File: src/rtl/dropout_pkg.sv
// dropout_pkg: shared definitions for the dropout scheduler.
//   - scheduler FSM state encoding
//   - configuration register addresses and ctrl bit positions
//   - LFSR tap mask and default seed
package dropout_pkg;

    typedef enum logic [1:0] {
        ST_IDLE = 2'd0,
        ST_GEN  = 2'd1,
        ST_HOLD = 2'd2
    } state_t;

    localparam logic [1:0] CFG_RATE    = 2'd0;
    localparam logic [1:0] CFG_SEED_LO = 2'd1;
    localparam logic [1:0] CFG_SEED_HI = 2'd2;
    localparam logic [1:0] CFG_CTRL    = 2'd3;

    localparam int unsigned CTRL_ENABLE_BIT = 0;
    localparam int unsigned CTRL_CLEAR_BIT  = 1;

    localparam logic [15:0] LFSR_TAPS         = 16'hB400;
    localparam logic [15:0] LFSR_SEED_DEFAULT = 16'hACE1;

endpackage

File: src/rtl/dropout_lfsr.sv
// dropout_lfsr: Galois right-shift LFSR with seed load.
//   clk, rst_n     : clock, asynchronous active-low reset (reset to SEED_DEFAULT)
//   i_load         : load i_load_val (an all-zero value loads SEED_DEFAULT)
//   i_load_val     : seed value
//   i_step         : advance one step
//   o_next_low     : low OUT_W bits of the value being registered this cycle
// A load beats a simultaneous step; the step is lost.
module dropout_lfsr
    import dropout_pkg::*;
#(
    parameter int unsigned       LFSR_W       = 16,
    parameter int unsigned       OUT_W        = 8,
    parameter logic [LFSR_W-1:0] SEED_DEFAULT = LFSR_W'(LFSR_SEED_DEFAULT)
) (
    input  logic              clk,
    input  logic              rst_n,
    input  logic              i_load,
    input  logic [LFSR_W-1:0] i_load_val,
    input  logic              i_step,
    output logic [OUT_W-1:0]  o_next_low
);

    logic [LFSR_W-1:0] r_lfsr;
    logic [LFSR_W-1:0] w_load_val;
    logic [LFSR_W-1:0] w_step_val;
    logic [LFSR_W-1:0] w_next;

    assign w_load_val = (i_load_val == '0) ? SEED_DEFAULT : i_load_val;
    assign w_step_val = (r_lfsr >> 1) ^ (r_lfsr[0] ? LFSR_W'(LFSR_TAPS) : '0);

    always_comb begin
        w_next = r_lfsr;
        if (i_load) begin
            w_next = w_load_val;
        end else if (i_step) begin
            w_next = w_step_val;
        end
    end

    assign o_next_low = w_next[OUT_W-1:0];

    always_ff @(posedge clk or negedge rst_n) begin
        if (!rst_n) begin
            r_lfsr <= SEED_DEFAULT;
        end else begin
            r_lfsr <= w_next;
        end
    end

endmodule

File: src/rtl/dropout_scheduler.sv
// dropout_scheduler: per-sample random bit dropout.
//   clk, rst_n           : clock, asynchronous active-low reset
//   cfg_we/addr/wdata    : config writes (0 rate, 1 seed_lo, 2 seed_hi+load, 3 ctrl)
//   in_valid/in_ready/in_data    : sample input, accepted only in IDLE
//   out_valid/out_ready/out_data : result (in_data & ~out_mask), held in HOLD
//   out_mask             : 1 = bit dropped
//   drop_cnt             : saturating count of dropped bits
//   busy                 : FSM not in IDLE
// Enabled samples spend DATA_W cycles in GEN (one mask bit per LFSR step);
// bypassed samples go straight to HOLD with a zero mask.
module dropout_scheduler
    import dropout_pkg::*;
#(
    parameter int unsigned       DATA_W       = 8,
    parameter int unsigned       LFSR_W       = 16,
    parameter logic [LFSR_W-1:0] SEED_DEFAULT = LFSR_W'(LFSR_SEED_DEFAULT)
) (
    input  logic              clk,
    input  logic              rst_n,
    input  logic              cfg_we,
    input  logic [1:0]        cfg_addr,
    input  logic [DATA_W-1:0] cfg_wdata,
    input  logic              in_valid,
    output logic              in_ready,
    input  logic [DATA_W-1:0] in_data,
    output logic              out_valid,
    input  logic              out_ready,
    output logic [DATA_W-1:0] out_data,
    output logic [DATA_W-1:0] out_mask,
    output logic [7:0]        drop_cnt,
    output logic              busy
);

    localparam int unsigned CNT_W  = (DATA_W > 1) ? $clog2(DATA_W) : 1;
    localparam int unsigned SEED_W = 2 * DATA_W;

    state_t r_state;
    state_t w_state_next;

    logic [DATA_W-1:0] r_rate;
    logic [DATA_W-1:0] r_seed_lo;
    logic              r_enable;
    logic [DATA_W-1:0] r_cap_data;
    logic [DATA_W-1:0] r_cap_rate;
    logic [DATA_W-1:0] r_mask;
    logic [CNT_W-1:0]  r_bit;
    logic [7:0]        r_drop_cnt;
    logic              r_live;

    logic              w_accept;
    logic              w_release;
    logic              w_gen;
    logic              w_last;
    logic              w_seed_load;
    logic              w_clear;
    logic              w_drop;
    logic [SEED_W-1:0] w_seed_cat;
    logic [DATA_W-1:0] w_next_low;

    assign w_accept    = in_valid & in_ready;
    assign w_release   = out_valid & out_ready;
    assign w_gen       = (r_state == ST_GEN);
    assign w_last      = (r_bit == CNT_W'(DATA_W - 1));
    assign w_seed_load = cfg_we && (cfg_addr == CFG_SEED_HI);
    assign w_clear     = cfg_we && (cfg_addr == CFG_CTRL) && cfg_wdata[CTRL_CLEAR_BIT];
    assign w_seed_cat  = {cfg_wdata, r_seed_lo};
    // During GEN the mask bit is judged on the value the LFSR is about to take,
    // which is the loaded seed when a seed write lands on the same cycle.
    assign w_drop      = w_gen && (w_next_low < r_cap_rate);

    dropout_lfsr #(
        .LFSR_W       (LFSR_W),
        .OUT_W        (DATA_W),
        .SEED_DEFAULT (SEED_DEFAULT)
    ) u_lfsr (
        .clk        (clk),
        .rst_n      (rst_n),
        .i_load     (w_seed_load),
        .i_load_val (LFSR_W'(w_seed_cat)),
        .i_step     (w_gen),
        .o_next_low (w_next_low)
    );

    always_ff @(posedge clk or negedge rst_n) begin
        if (!rst_n) begin
            r_state <= ST_IDLE;
        end else begin
            r_state <= w_state_next;
        end
    end

    always_comb begin
        w_state_next = r_state;
        // r_live holds in_ready low until the first clock after reset release.
        in_ready     = (r_state == ST_IDLE) && r_live;
        out_valid    = (r_state == ST_HOLD);
        busy         = (r_state != ST_IDLE);
        case (r_state)
            ST_IDLE: begin
                if (w_accept) begin
                    w_state_next = r_enable ? ST_GEN : ST_HOLD;
                end
            end
            ST_GEN: begin
                if (w_last) begin
                    w_state_next = ST_HOLD;
                end
            end
            ST_HOLD: begin
                if (w_release) begin
                    w_state_next = ST_IDLE;
                end
            end
            default: begin
                w_state_next = ST_IDLE;
            end
        endcase
    end

    always_ff @(posedge clk or negedge rst_n) begin
        if (!rst_n) begin
            r_rate     <= '0;
            r_seed_lo  <= '0;
            r_enable   <= 1'b1;
            r_cap_data <= '0;
            r_cap_rate <= '0;
            r_mask     <= '0;
            r_bit      <= '0;
            r_live     <= 1'b0;
        end else begin
            r_live <= 1'b1;
            if (cfg_we) begin
                case (cfg_addr)
                    CFG_RATE:    r_rate    <= cfg_wdata;
                    CFG_SEED_LO: r_seed_lo <= cfg_wdata;
                    CFG_CTRL:    r_enable  <= cfg_wdata[CTRL_ENABLE_BIT];
                    default:     ;
                endcase
            end
            if (w_accept) begin
                r_cap_data <= in_data;
                r_cap_rate <= r_rate;
                r_mask     <= '0;
                r_bit      <= '0;
            end
            if (w_gen) begin
                r_bit <= r_bit + CNT_W'(1);
                if (w_drop) begin
                    r_mask[r_bit] <= 1'b1;
                end
            end
        end
    end

    always_ff @(posedge clk or negedge rst_n) begin
        if (!rst_n) begin
            r_drop_cnt <= '0;
        end else if (w_clear) begin
            r_drop_cnt <= '0;
        end else if (w_drop && (r_drop_cnt != '1)) begin
            r_drop_cnt <= r_drop_cnt + 8'd1;
        end
    end

    assign out_data = r_cap_data & ~r_mask;
    assign out_mask = r_mask;
    assign drop_cnt = r_drop_cnt;

endmodule
File: config.mk
export PLATFORM = sky130hd
export DESIGN_NAME = dropout_scheduler
export DESIGN_NICKNAME = d
export VERILOG_FILES = /design/src/rtl/dropout_pkg.sv /design/src/rtl/dropout_lfsr.sv /design/src/rtl/dropout_scheduler.sv
export SDC_FILE = /design/constraint.sdc
export NUM_CORES = 1
export LEC_CHECK = 0
export BUFFER_PORTS_ARGS = -buffer_cell sky130_fd_sc_hd__buf_2
export CAP_MARGIN = 30
export CORE_MARGIN = 2
export CORE_UTILIZATION = 53
export CTS_BUF_LIST = sky130_fd_sc_hd__clkbuf_4
export CTS_CLUSTER_SIZE = 25
export DETAILED_ROUTE_END_ITERATION = 10
export PLACE_DENSITY = 0.9
export SYNTH_ARGS = -nofsm -noshare
export SYNTH_HDL_FRONTEND = slang
export SYNTH_SLANG_ARGS = --single-unit
File: constraint.sdc
create_clock -name clk -period 3.1 [get_ports clk]
set_input_delay 0.155 -clock clk [delete_from_list [all_inputs] [get_ports clk]]
set_output_delay 0.155 -clock clk [all_outputs]
set_load 0.02 [all_outputs]
Yosys cells after proc, flatten, opt, wreduce, memory -nomap -nowiden
Cells that the tools add are included.

storage, ports and cells
  register bits = 71
  latch bits = 0
  memory bits (writable) = 0
  ROM bits = 0
  output and inout bits = 27
  logic and storage cells = 69
  memories = 0

cells by class
  add/sub/neg operators = 2
  multipliers = 0
  div/mod/pow operators = 0
  $lt $le $gt $ge = 3
  eq/ne operators = 10
  shift operators = 0
  muxes and demuxes = 18
  bitwise operators = 6
  reductions and logical operators = 18

operator list
  cell                                                                          number
  16-bit two-way mux                                                            4
  8-bit two-way mux                                                             5
  16-bit zero test                                                              1
  15-bit by 16-bit bitwise XOR with 16-bit output                               1
  8-bit by 1-bit adder with 8-bit output, second input constant                 1
  8-bit bitwise AND                                                             1
  8-bit less-than comparator                                                    1
  2-bit two-way mux                                                             4
  8-bit != test, second input constant                                          1
  8-bit inverter                                                                1
  8-bit OR                                                                      1
  2-bit nonzero test                                                            4
  1-bit logical AND                                                             7
  2-bit == test, second input constant                                          3
  3-bit two-way mux                                                             2
  2-bit one-hot mux with 3 select lines                                         1
  2-bit AND reduction                                                           3
  2-bit by 1-bit == test with 1-bit output, second input constant               2
  2-bit zero test                                                               2
  3-bit by 4-bit less-than comparator with 1-bit output, second input constant  1
  2-bit by 1-bit != test with 1-bit output, second input constant               2
  3-bit by 1-bit adder with 3-bit output, second input constant                 1
  1-bit demux with 3-bit select                                                 1
  3-bit == test, second input constant                                          1
  5 further kinds                                                               6

Depth between registers and ports, before layout
  word-level depth = 9
  depth in mapped cells = 12
  gate-level depth less buffers = 12

Modules after synthesis
Synthesis repeated with hierarchy kept, for this count alone.

unflattened totals
  cell total of the unflattened synthesis = 315
  area, all modules = 3443.3 sq um

by module, submodules not included
  module             instances  cells each  area each (sq um)  seq. area each (sq um)
  dropout_scheduler  1          236         2546.2             1377.6
  dropout_lfsr       1          79          897.1              410.4

Worst setup path after synthesis
Ideal clock, no wire load.

  kind = reg-to-reg
  from = register r_seed_lo[1]
  to = register r_drop_cnt[4], in the netlist drop_cnt[4]
  library setup time = 0.120 ns
  data arrival time = 2.757 ns
  data required time = 2.980 ns
  path slack = 0.223 ns
  stages on the path, launching flop included = 12
  cell sequence = dfrtp_1 nor4_1 nand4_1 nand2_1 nor2_1 a31oi_1 ha_1 a21o_1 a211o_1 a2111oi_0 a211oi_1 a31o_1

between the ends
  longest elaborated chain between the ends = 7

ends and longest elaborated chain
  what                          RTL line                  RTL
  start: declaration            dropout_scheduler.sv:41   logic [DATA_W-1:0] r_seed_lo;
  start signal: assignment      dropout_scheduler.sv:135  CFG_SEED_LO: r_seed_lo <= cfg_wdata;
  16-bit zero test              dropout_lfsr.sv:28        assign w_load_val = (i_load_val == '0) ? SEED_DEFAULT : i_load_val;
  16-bit two-way mux            dropout_lfsr.sv:28
  16-bit two-way mux            dropout_lfsr.sv:33        if (i_load) begin
  via u_lfsr.o_next_low[6]      dropout_lfsr.sv:20        output logic [OUT_W-1:0] o_next_low
  8-bit less-than comparator    dropout_scheduler.sv:69   assign w_drop = w_gen && (w_next_low < r_cap_rate);
  1-bit logical AND             dropout_scheduler.sv:69
  1-bit logical AND             dropout_scheduler.sv:160  end else if (w_drop && (r_drop_cnt != '1)) begin
  2-bit nonzero test (no line)  n/a
  end signal: assignment        dropout_scheduler.sv:161  r_drop_cnt <= r_drop_cnt + 8'd1;
  end: declaration              dropout_scheduler.sv:47   logic [7:0] r_drop_cnt;

The timed path passes the listed nets, and every way through them passes these cells.
A chain may end at the register's enable or synchronous reset.

Worst setup path in the final report
  from = input port cfg_wdata[3]
  to = register r_drop_cnt[6], in the netlist drop_cnt[6]

between the ends
  longest elaborated chain between the ends = 7

ends and longest elaborated chain
  what                          RTL line                  RTL
  start: declaration            dropout_scheduler.sv:22   input logic [DATA_W-1:0] cfg_wdata,
  16-bit zero test              dropout_lfsr.sv:28
  16-bit two-way mux            dropout_lfsr.sv:28
  16-bit two-way mux            dropout_lfsr.sv:33
  via u_lfsr.o_next_low[6]      dropout_lfsr.sv:20
  8-bit less-than comparator    dropout_scheduler.sv:69
  1-bit logical AND             dropout_scheduler.sv:69
  1-bit logical AND             dropout_scheduler.sv:160
  2-bit nonzero test (no line)  n/a

The timed path passes the listed nets, and every way through them passes these cells.

==> impl_metrics.toml <==
[status]
status = "finished with violations"
violations = "negative setup slack"

[drt]
wl_per_cell_um = 16.6
routed_wl_mm = 8.20
drc_errors = 0
drt_iter0_markers = 406
ant_nets = 0
firstDrtPassIters = 5
num_vias = 2907
vias_per_cell = 5.88

[synth]
ys_seq_area_frac = 0.530
async_flop_share = 1.00
synth-edff-count = 0
ys_warn_count = 0
synth_seq_cells = 71
synth_cells = 336
ys_types = 47
synthFlopType = "dfrtp_1"
syn_area_per_cell_um2 = 10.0
syn_nets = 369
syn-cell-area_mm2 = 0.00337

[critical_path]
worstPathCellList = "dlygate4sd3_1 -> buf_2 -> nor4_1 -> nand4_1 -> nand2_2 -> nor2_2 -> a31oi_1 -> ha_1 -> a21o_1 -> a211o_1 -> or3_4 -> a211oi_4 -> nor2_1 -> a211oi_1"
setup.worst_path.end_class = "flip-flop"
crit_type = "in -> reg"
worstPathRequired_ns = 3.45
crit_slowest_cell = "dlygate4sd3_1"
reg2reg_depth = 12
slowest_delay_ns = 0.54
critPathArrivalTime_ns = 3.58
cp_max_fo = 4
critPathLaunchType = "input port"

[global_route]
overflow = 0
grtUsageMet3 = 0.0485
grt_use_met1 = 0.312
grt_pass1_vias = 2727
met2_usage = 0.356
grt_start_max_net_pins = 72
grtUsageTotal = 0.231
busiest_layer = "met2"
grt_pass1_wl_mm = 12.7
antenna_found_initial = 0

[worst_hold_path]
holdPathStages = 2
hold_path_class = "in -> reg"

[cells_and_area]
final_nets = 445
antenna_cells = 0
syn_to_final_growth_pct = 22.3
layout-drive-gt1-share = 0.307
final.fill_count = 451
post-route-util = 0.661

[timing]
maxSlewViolCount = 0
setup_violations = 13
max_freq_mhz = 310
hold_violations = 0
timing.final.crit_share = 1.04
rsz0062_at_grt = "yes"
worstMarginPinSlew_ns = 1.00
finClkSkew_ns = 0.0232
worst_slack_ns = -0.126
fin_crit_ns = 3.23
max_slew_margin = 0.333

[cts]
clock_latency_ns = 0.44
clk_pin_slew_ns = 0.13
cts_root_buf = "clkbuf_4"
htree_levels = 3
clock_path_buffers = 2
numCtsBuffers = 9
cts_tree = "yes"
cts.sinks = 71

[floorplanning]
placementRows = 29
die_area_mm2 = 0.00701
coreArea_mm2 = 0.00624
ios = 50
start_util = 0.540
die_h_um = 83.8
die_x_um = 83.8

[run]
cap_viol_max_count = 0

[power_and_ir_drop]
finalPower_mw = 3.94
power_density_mw_per_mm2 = 955
peakVddDrop_mv = 0.626
power.leakage_nw = 1.92

[placement]
place.gp.congestion = 0.935
io_buffer_count = 49
hpwl_mm = 5.12
-- cell usage in the layout (no fill, tap or decap), types with 3 or more instances in the layout --
master          n
nor2_1         23
clkbuf_4        9
dfrtp_1        62
nand3_1         7
buf_4          14
a31oi_1        11
dlygate4sd3_1  13
nand2_1        75
o31ai_2         4
o21ai_0        16
nand4_1         4
buf_2          49
nor4_1          4
nor2b_1        11
nor2_2          3
mux2_2         16
a211oi_1        3
inv_1          14
ha_1           10
a32o_1          4
dfstp_2         9
xnor2_1         4
a21oi_1         9
-- critical path: cells and delay by family --
family / cells / cell delay (ns)
adder cells (fa/ha/maj): 1 / 0.30
AO/OA/AOI/OAI: 5 / 1.20
AND/OR/NAND/NOR: 6 / 1.22
buffers and inverters: 2 / 0.69
-- repair_timing --
action / CTS / global route
pin swaps: 0 / 10
resized for setup: 1 / 16
setup endpoints to repair: 2 / 15
hold endpoints to repair: 75 / 0
gates cloned: 0 / 0
setup buffers: 0 / 8
hold buffers: 13 / 0
-- cell families (layout without fill, tap and decap cells) --
family | Yosys count | count (layout) | share of synthesized area
adders and majority gates | 10 | 10 | 0.0371
xor gates and xnor gates | 4 | 4 | 0.0104
other | 1 | 1 | 0.00111
DFF | 71 | 71 | 0.530
muxes | 16 | 16 | 0.0535
AOI/OAI and AO/OA | 63 | 63 | 0.130
and+or+nand+nor | 146 | 146 | 0.207
buffers and inverters | 25 | 106 | 0.0301
-- path summary, 6_finish.rpt --
kind,start,to,slack (ns)
max,cfg_wdata[3],drop_cnt[6],-0.13
min,cfg_wdata[7],r_seed_lo[7],0.02
max reg2reg,r_seed_lo[2],drop_cnt[6],-0.09
min reg2reg,r_cap_data[1],r_cap_data[1],0.48
max in group asynchronous,rst_n,u_lfsr.r_lfsr[8],2.09
min in group asynchronous,rst_n,r_rate[7],0.45
-- cells in the mapped netlist, types with 2 or more instances --
cell type  number  area share
a32o_1          4       0.012
inv_1          14       0.016
nand4_1         4      0.0074
dfstp_2         9       0.070
and3_1          2      0.0037
nand3_1         7       0.010
nor2b_1        11       0.020
a31oi_1        12       0.022
xnor2_1         4       0.010
o31ai_1         6       0.013
nand2_1        76       0.085
a21oi_1         9       0.013
mux2_2         16       0.053
clkbuf_1       10       0.011
o21ai_0        16       0.024
nor2_1         25       0.028
a211oi_1        4      0.0089
a21o_1          2      0.0045
dfrtp_1        62        0.46
ha_1           10       0.037
or3_1           3      0.0056
nor4_1          5      0.0093
-- layer usage --
metal | part of all wire | vias up
met4 | 0.027 | 0
met2 | 0.49 | 136
met1 | 0.42 | 1419
li1 | - | 1324
met3 | 0.065 | 28
met5 | 0 | -
-- flip-flops by register name, summed over array words and instances (netlist names), 2 cells and up --
name	count
r_cap_rate	8
r_cap_data	8
r_bit	3
r_rate	8
out_mask	8
r_seed_lo	8
drop_cnt	8
u_lfsr.r_lfsr	16
r_state	2
-- through the flow --
step	instances	instance area [um^2]	setup WS (ns)	hold WS, ns	setup TNS [ns]
after global routing	494	4120	-0.220	0.0137	-2.08
after floorplan	336	3370	0.223	-0.141	0
after detailed placement	457	3710	0.0121	0.350	0
after global placement	457	3710	0.162	0.346	0
after CTS	486	3980	0.0166	0.00851	0
final	494	4120	-0.126	0.0193	-0.647
-- layout make-up --
cell class	instances	area, um^2	share of cell area
multi-input cells	240	1570	0.380
clock buffers	9	67.6	0.0164
inverters	14	52.6	0.0127
repair buffers	76	480	0.117
well taps	77	96.3	0.0234
clock inverters	7	71.3	0.0173
flip-flops and latches	71	1790	0.434
-- power breakdown --
part | switching [mW] | internal (mW) | total (mW)
Clock | 0.349 | 0.245 | 0.594
Combinational | 1.05 | 0.733 | 1.78
Sequential | 0.254 | 1.30 | 1.56
Total | 1.66 | 2.28 | 3.94
No activity file was read; power rests on OpenSTA's default activity.
